### src/rtl/hd44780_line_sequencer.sv
`default_nettype none
// +--------------------------------------------------------------------------+
// | hd44780_line_sequencer: snapshots a line of character slots and streams  |
// | one set-DDRAM-address command plus NUM_CHARS data bytes over valid/ready.|
// | Optional macro HD44780_LEADING_BLANK_EN blanks a leading zero in slot 0. |
// | Rev 1.0 - initial release                                                |
// +--------------------------------------------------------------------------+
module hd44780_line_sequencer #(
  parameter int NUM_CHARS = 8,
  parameter int START_COL = 0
) (
  input  logic                   i_clk,
  input  logic                   i_rst,
  input  logic                   i_start,
  input  logic [1:0]             i_line_sel,
  input  logic [6*NUM_CHARS-1:0] i_chars,
  input  logic                   i_ready,
  output logic                   o_valid,
  output logic                   o_rs,
  output logic [7:0]             o_q,
  output logic                   o_busy,
  output logic                   o_done
);

  localparam logic [3:0] c_LAST_IDX = 4'(NUM_CHARS - 1);
  localparam logic [7:0] c_COL      = 8'(START_COL);
`ifdef HD44780_LEADING_BLANK_EN
  localparam logic       c_LEAD_BLANK = 1'b1;
`else
  localparam logic       c_LEAD_BLANK = 1'b0;
`endif

  generate
    if (NUM_CHARS < 1 || NUM_CHARS > 16 || START_COL < 0 || NUM_CHARS + START_COL > 16) begin : g_param_check
      $error("hd44780_line_sequencer: NUM_CHARS/START_COL out of range");
    end
  endgenerate

  typedef enum logic [1:0] {
    S_IDLE = 2'd0,
    S_ADDR = 2'd1,
    S_CHAR = 2'd2
  } state_t;

  state_t                   r_state;
  logic [3:0]               r_idx;
  logic [6*NUM_CHARS-1:0]   r_chars;
  logic [3:0]               w_next_idx;
  logic [5:0]               w_slot_next;
  logic                     w_hs;

  function automatic logic [7:0] map_char(input logic [5:0] slot, input logic first);
    logic [7:0] ch;
    case (slot[5:4])
      2'b00:   ch = (slot[3:0] <= 4'd9) ? (8'h30 + {4'h0, slot[3:0]}) : 8'h3F;
      2'b01:   ch = slot[0] ? 8'h50 : 8'h41;
      2'b10:   ch = 8'h20;
      default: ch = 8'h3A;
    endcase
    if (c_LEAD_BLANK && first && slot == 6'h00) ch = 8'h20;
    return ch;
  endfunction

  always_comb begin
    w_hs        = o_valid && i_ready;
    w_next_idx  = r_idx + 4'd1;
    w_slot_next = '0;
    for (int k = 0; k < NUM_CHARS; k++) begin
      if (4'(k) == w_next_idx) w_slot_next = r_chars[6*k +: 6];
    end
  end

  always_ff @(posedge i_clk) begin
    if (i_rst) begin
      r_state <= S_IDLE;
      r_idx   <= 4'd0;
      r_chars <= '0;
      o_valid <= 1'b0;
      o_rs    <= 1'b0;
      o_q     <= 8'h00;
      o_busy  <= 1'b0;
      o_done  <= 1'b0;
    end else begin
      o_done <= 1'b0;
      case (r_state)
        S_IDLE: begin
          // The done cycle still counts as busy for start requests.
          if (i_start && !o_done) begin
            r_chars <= i_chars;
            r_idx   <= 4'd0;
            o_valid <= 1'b1;
            o_rs    <= 1'b0;
            o_q     <= 8'h80 | ({1'b0, i_line_sel[0], 1'b0, i_line_sel[1], 4'b0000} + c_COL);
            o_busy  <= 1'b1;
            r_state <= S_ADDR;
          end
        end
        S_ADDR: begin
          if (w_hs) begin
            r_idx   <= 4'd0;
            o_rs    <= 1'b1;
            o_q     <= map_char(r_chars[5:0], 1'b1);
            r_state <= S_CHAR;
          end
        end
        S_CHAR: begin
          if (w_hs) begin
            if (r_idx == c_LAST_IDX) begin
              o_valid <= 1'b0;
              o_rs    <= 1'b0;
              o_q     <= 8'h00;
              o_busy  <= 1'b0;
              o_done  <= 1'b1;
              r_state <= S_IDLE;
            end else begin
              r_idx <= w_next_idx;
              o_q   <= map_char(w_slot_next, 1'b0);
            end
          end
        end
        default: r_state <= S_IDLE;
      endcase
    end
  end

endmodule
`default_nettype wire

### config.mk
export PLATFORM = sky130hd
export DESIGN_NAME = hd44780_line_sequencer
export DESIGN_NICKNAME = d
export VERILOG_FILES = /design/src/rtl/hd44780_line_sequencer.sv
export SDC_FILE = /design/constraint.sdc
export NUM_CORES = 1
export LEC_CHECK = 0
export ABC_AREA = 1
export BUFFER_PORTS_ARGS = -buffer_cell sky130_fd_sc_hd__buf_2
export CAP_MARGIN = 20
export CORE_MARGIN = 2
export CORE_UTILIZATION = 40
export DETAILED_ROUTE_END_ITERATION = 10
export GPL_ROUTABILITY_DRIVEN = 0
export SLEW_MARGIN = 20
export SYNTH_ARGS = -nofsm -noshare
export SYNTH_HDL_FRONTEND = slang
export SYNTH_SLANG_ARGS = --single-unit
### constraint.sdc
create_clock -name i_clk -period 3.3 [get_ports i_clk]
set_input_delay 0.33 -clock i_clk [delete_from_list [all_inputs] [get_ports i_clk]]
set_output_delay 0.33 -clock i_clk [all_outputs]
set_load 0.01 [all_outputs]
# --- Yosys cells after proc, flatten, opt, wreduce, memory -nomap -nowiden ---
# Cells that the tools add are included.
totals:
  elab_cells: 86
  register_bits: 65
classes:
  muxes: 37
  addsub: 3
  reduce_logical: 16
  n_eq_ne: 19
  bitwise: 2
  order_cmp: 2
ops:
  columns: ["op", "n"]
  rows:
  - ["two-way mux 6 bit", 8]
  - ["one-hot mux 7 bit (3 select lines)", 2]
  - ["two-way mux 8 bit", 3]
  - ["one-hot mux 8 bit (3 select lines)", 1]
  - ["two-way mux 7 bit", 3]
  - ["== test 3 x 4 -> 1 bit, first input constant", 4]
  - ["two-way mux 4 bit", 4]
  - ["adder 6 x 4 -> 7 bit, first input constant", 2]
  - ["one-hot mux 4 bit (3 select lines)", 1]
  - ["AND reduction 4 bit", 3]
  - ["two-way mux 5 bit", 2]
  - ["!= test 2 bit, second input constant", 5]
  - ["AND reduction 5 bit", 2]
  - ["== test 2 x 4 -> 1 bit, first input constant", 2]
  - ["less-or-equal comparator 4 bit, second input constant", 2]
  - ["two-way mux 2 bit", 4]
  - ["== test 2 x 1 -> 1 bit, second input constant", 3]
  - ["== test 2 bit, second input constant", 3]
  - ["logical NOT 2 bit", 3]
  - ["two-way mux 1 bit", 6]
  - ["one-hot mux 2 bit (3 select lines)", 1]
  - ["adder 4 x 1 -> 4 bit, second input constant", 1]
  - ["== test 1 x 4 -> 1 bit, first input constant", 1]
  - ["== test 4 x 3 -> 1 bit, second input constant", 1]
  - ["other kinds (10)", 12]

# --- Longest topological paths before layout ---
logic_depth:
  word_depth: 16
  depth_mapped: 21
  depth_no_buf: 21

# --- Worst setup path after synthesis ---
# OpenSTA, ideal clock, no wires.
synth_timing:
  path_type: "reg-to-reg"
  startpoint: "register r_idx[0]"
  endpoint: "register o_q[6]"
  required_time_ns: 3.232
  t_arrival_ns: 2.138
  setup_ns: 0.068
  synth_period_minus_slack_ns: 2.206
  slack_ns: 1.094
  path_stages_with_launch: 20
  path_cell_list: "dfxtp_1 > ha_1 > xnor2_2 > inv_2 > nand2_4 > inv_2 > nand2_2 > buf_6 > o21ai_1 > inv_2 > nand2_1 > nand2_1 > nand2_2 > a21oi_4 > inv_2 > nor2_2 > nand2_1 > nand2_1 > o211ai_2 > a21oi_2"
synth_via:
  elab_chain_cells: 16
  word_cells_on_any_way: 28
synth_lines:
  columns: ["element", "line_no", "source"]
  rows:
  - ["start, declared", "46", "logic [3:0] r_idx;"]
  - ["start signal, assigned", "116", "r_idx <= w_next_idx;"]
  - ["adder 4 x 1 -> 4 bit", "66", "w_next_idx = r_idx + 4'd1;"]
  - ["logical NOT 4 bit", "69", "if (4'(k) == w_next_idx) w_slot_next = r_chars[6*k +: 6];"]
  - ["two-way mux 6 bit (8 in a row)", "69", null]
  - ["adder 6 x 4 -> 7 bit or less-or-equal comparator 4 bit (tied branches)", "55", "2'b00: ch = (slot[3:0] <= 4'd9) ? (8'h30 + {4'h0, slot[3:0]}) : 8'h3F;"]
  - ["two-way mux 7 bit", "55", null]
  - ["one-hot mux 7 bit (3 select lines)", "54", "case (slot[5:4])"]
  - ["two-way mux 7 bit (*)", "108", "if (r_idx == c_LAST_IDX) begin"]
  - ["two-way mux 8 bit (*)", "107", "if (w_hs) begin"]
  - ["one-hot mux 8 bit (3 select lines) (*)", "85", "case (r_state)"]
  - ["end signal, assigned", "93", "o_q <= 8'h80 | ({1'b0, i_line_sel[0], 1'b0, i_line_sel[1], 4'b0000} + c_COL);"]
  - ["end signal, assigned", "102", "o_q <= map_char(r_chars[5:0], 1'b1);"]
  - ["end signal, assigned", "117", "o_q <= map_char(w_slot_next, 1'b0);"]
  - ["end, declared", "20", "output logic [7:0] o_q,"]
# Every way passes the cells marked *; elsewhere a longest branch is shown, timed or not. The select of a mux whose other input is x is not followed.
# A chain may end at the register's enable or synchronous reset.

# --- Final worst setup path ---
layout_timing:
  startpoint: "register r_idx[0]"
  endpoint: "register o_q[0]"
# Same word-level chain as after synthesis.

==> out/qor.txt <==
CTS max path bufs = 2
Diode count = 0
Maximum clock rate = 376 MHz
Fillers = 876
Final Non-Filler Cells = 671
I/O Pins = 66
Worst EP arrival = 2.94 ns
Starting density of the core = 41.7%
Hold Vio Cnt, Final = 0
Startpoint Class = flip-flop
DRC Markers = 0
Pre-antenna DRT Iters = 4
Die Area = 0.00941 mm²
Top cell type's share of synthesized area = 37.6%
Post-Syn Area = 0.00346 mm²
P_int = 1.81 mW
Grt ovf = 0
Critical path class = reg -> reg
Crit path buffers/inverters = 3
Pwr Density = 720 mW/mm²
Post-route design area = 0.00407 mm²
Synthesized flop and latch total = 65
VDD IR max = 0.370 mV
H-tree level count = 3
Flip-flop and latch area = 0.00130 mm²
Worst-path clk slew = 0.08 ns
Clk_lat worst skew = 0.35 ns
Initial antenna violation count = 0
Post-layout min period = 2.66 ns
Syn Inst Count = 505
Vias = 3,213
Hold_buf cts = 0
DR WL/cell = 11.9 µm
Core ar. = 0.00830 mm²
CTS tree = done
Layout Nets = 628
Most frequent CP cell = nand2_1
CP max stage delay = 0.40 ns
# setup viols final = 0
TNS Setup = 0 ns
Fin Hold WS = 0.261 ns
Combinational group share of total power = 36.4%
Die X-Extent = 97.0 µm
Vias in the first global route = 3,025
Placed Cells = 655
Synth area leaders = dfxtp_1 (38%), inv_1 (9.7%), o21ai_0 (9.6%), nand2_1 (9.2%), a21oi_1 (9.1%)
Worst slack at placement = 0.684 ns
Setup ws final = 0.641 ns
Post-synth EDFFs = 0
Sw Share = 38.3%
Tightest Hold Check Type = in -> reg
Setup bufs post-CTS = 0
Syn. warnings = 0
Avg Cell Area, Syn = 6.85 µm²
Starting DRT DRC Count = 141
Leakage = 1.82 nW
Register share of total power = 37.4%
Synth-to-Final Area Change = 17.8%
CTS Root Cell = clkbuf_8
Std cell rows = 33
CP delay by family, top = simple AND/OR/NAND/NOR gates
Final worst-path cycle share = 80.6%
Critical path required time = 3.58 ns
Global-route wire length before repair = 13.5 mm
Actual slew at the worst max-slew pin = 0.655 ns
Overall power = 2.93 mW
Post-CTS Resized = 0
Placed Area = 0.00385 mm²
Yosys top cell by area = dfxtp_1
Post-synth net total = 572
Layout Utilization = 49.1%
Clock group share of total power = 26.2%
Post-synth top flop = dfxtp_1
Worst path cell trace = ha_1 -> xnor2_2 -> inv_2 -> nand2_4 -> nor2_2 -> inv_1 -> o21ai_0 -> inv_1 -> nand2_1 -> a21oi_1 -> nand2_1 -> nand2_1 -> nand2_1 -> nand2_1 -> nand2_1 -> nand2_1 -> nand2_1 -> a21oi_2
Share of layout cells above drive strength 1 = 20.1%
Most common cell in the netlist = inv_1
Outcome = finished clean
Worst Skew = 0.0106 ns
Synth cell types = 31
PortBufs = 65
Post-synth ARST share = 0%
Multi-input gate area = 0.00168 mm²
Clock buffer count from CTS = 9
Max-slew headroom = 56.3%
Largest net degree at the start of global routing = 52
Clock Sinks = 65
Crit-path max FO = 12
Slowest-stage cell, CP = dfxtp_1
Max Cap Viol = 0
GRT Util Overall = 17.2%
Synth cell count leaders = inv_1 (89), nand2_1 (85), o21ai_0 (66)
Seq/Total Area, Yosys = 37.6%
Drt total wl = 8.01 mm
Net load switching power = 1.12 mW
Max Slew Vio Count = 0
Setup repair after global routing missed its margin = no
Critical path capture point type = flip-flop
HPWL Detailed = 6.03 mm
Avg Vias per Cell = 4.79
Die extent in y = 97.0 µm
Routed Antenna Nets = 0
power groups by stage:
stage / registers [mW] / clock network [mW] / logic, mW
global route: 1.12 / 0.819 / 1.23
finish: 1.10 / 0.770 / 1.07
CTS: 1.10 / 0.787 / 1.07
detailed placement: 1.12 / 0 / 1.07
global placement: 1.11 / 0 / 1.05
floorplan: 1.10 / 0 / 0.794
path summary, 6_finish.rpt:
kind	startpoint	endpoint	slack (ns)	cells after the start
hold reg to reg	r_chars[11]$_SDFFE_PP0P_	r_chars[11]$_SDFFE_PP0P_	0.45	2
hold / removal	i_chars[15]	r_chars[15]$_SDFFE_PP0P_	0.26	3
setup / recovery	r_idx[0]$_SDFFE_PP0P_	o_q[0]$_SDFFE_PP0P_	0.64	18
setup reg to reg	r_idx[0]$_SDFFE_PP0P_	o_q[0]$_SDFFE_PP0P_	0.64	18
cell usage in the layout, fill, tap and decap left out, drive strengths merged, types with 2 or more instances in the layout:
cell type	count
clkinv	2
buf	69
dfxtp	65
o211ai	3
nand3	23
ha	13
clkbuf	10
nor2	27
bufinv	2
a21oi	68
nand2	90
nor3	3
inv	98
nand4	14
o21ai	73
metal layers:
metal  share of wire, %  track usage, %  wire, µm
met2                 47            28.5      3730
met4               0.71            4.98        57
met1                 48            21.7      3880
met5                  0               0         0
met3                4.2            5.13       339
final cells by class:
| type | count | area share (%) |
|---|---|---|
| inverters | 97 | 8.94 |
| flip-flops and latches | 65 | 31.9 |
| clock inverters | 6 | 2.21 |
| clock buffers | 10 | 3.38 |
| well taps | 105 | 3.22 |
| multi-input cells | 319 | 41.3 |
| repair buffers | 69 | 9.03 |
state kept, by name, summed over array words and instances, names as in the netlist:
register	count
o_busy	1
o_done	1
o_q	8
o_rs	1
r_chars	48
r_idx	4
r_state	2
tightest hold or removal path, stage by stage:
cell and delay (ns):
buf_2 0.07, o21ai_0 0.07, a21oi_1 0.10
cell families after synthesis:
kind of cell	Yosys count	synth area share (%)
and+or+nand+nor	157	20.4
DFF	65	37.6
adders and majority gates	13	4.70
buffers and inverters	121	13.9
AOI/OAI and AO/OA	148	22.9
xor gates and xnor gates	1	0.470
No activity file was read; power rests on OpenSTA's default activity.
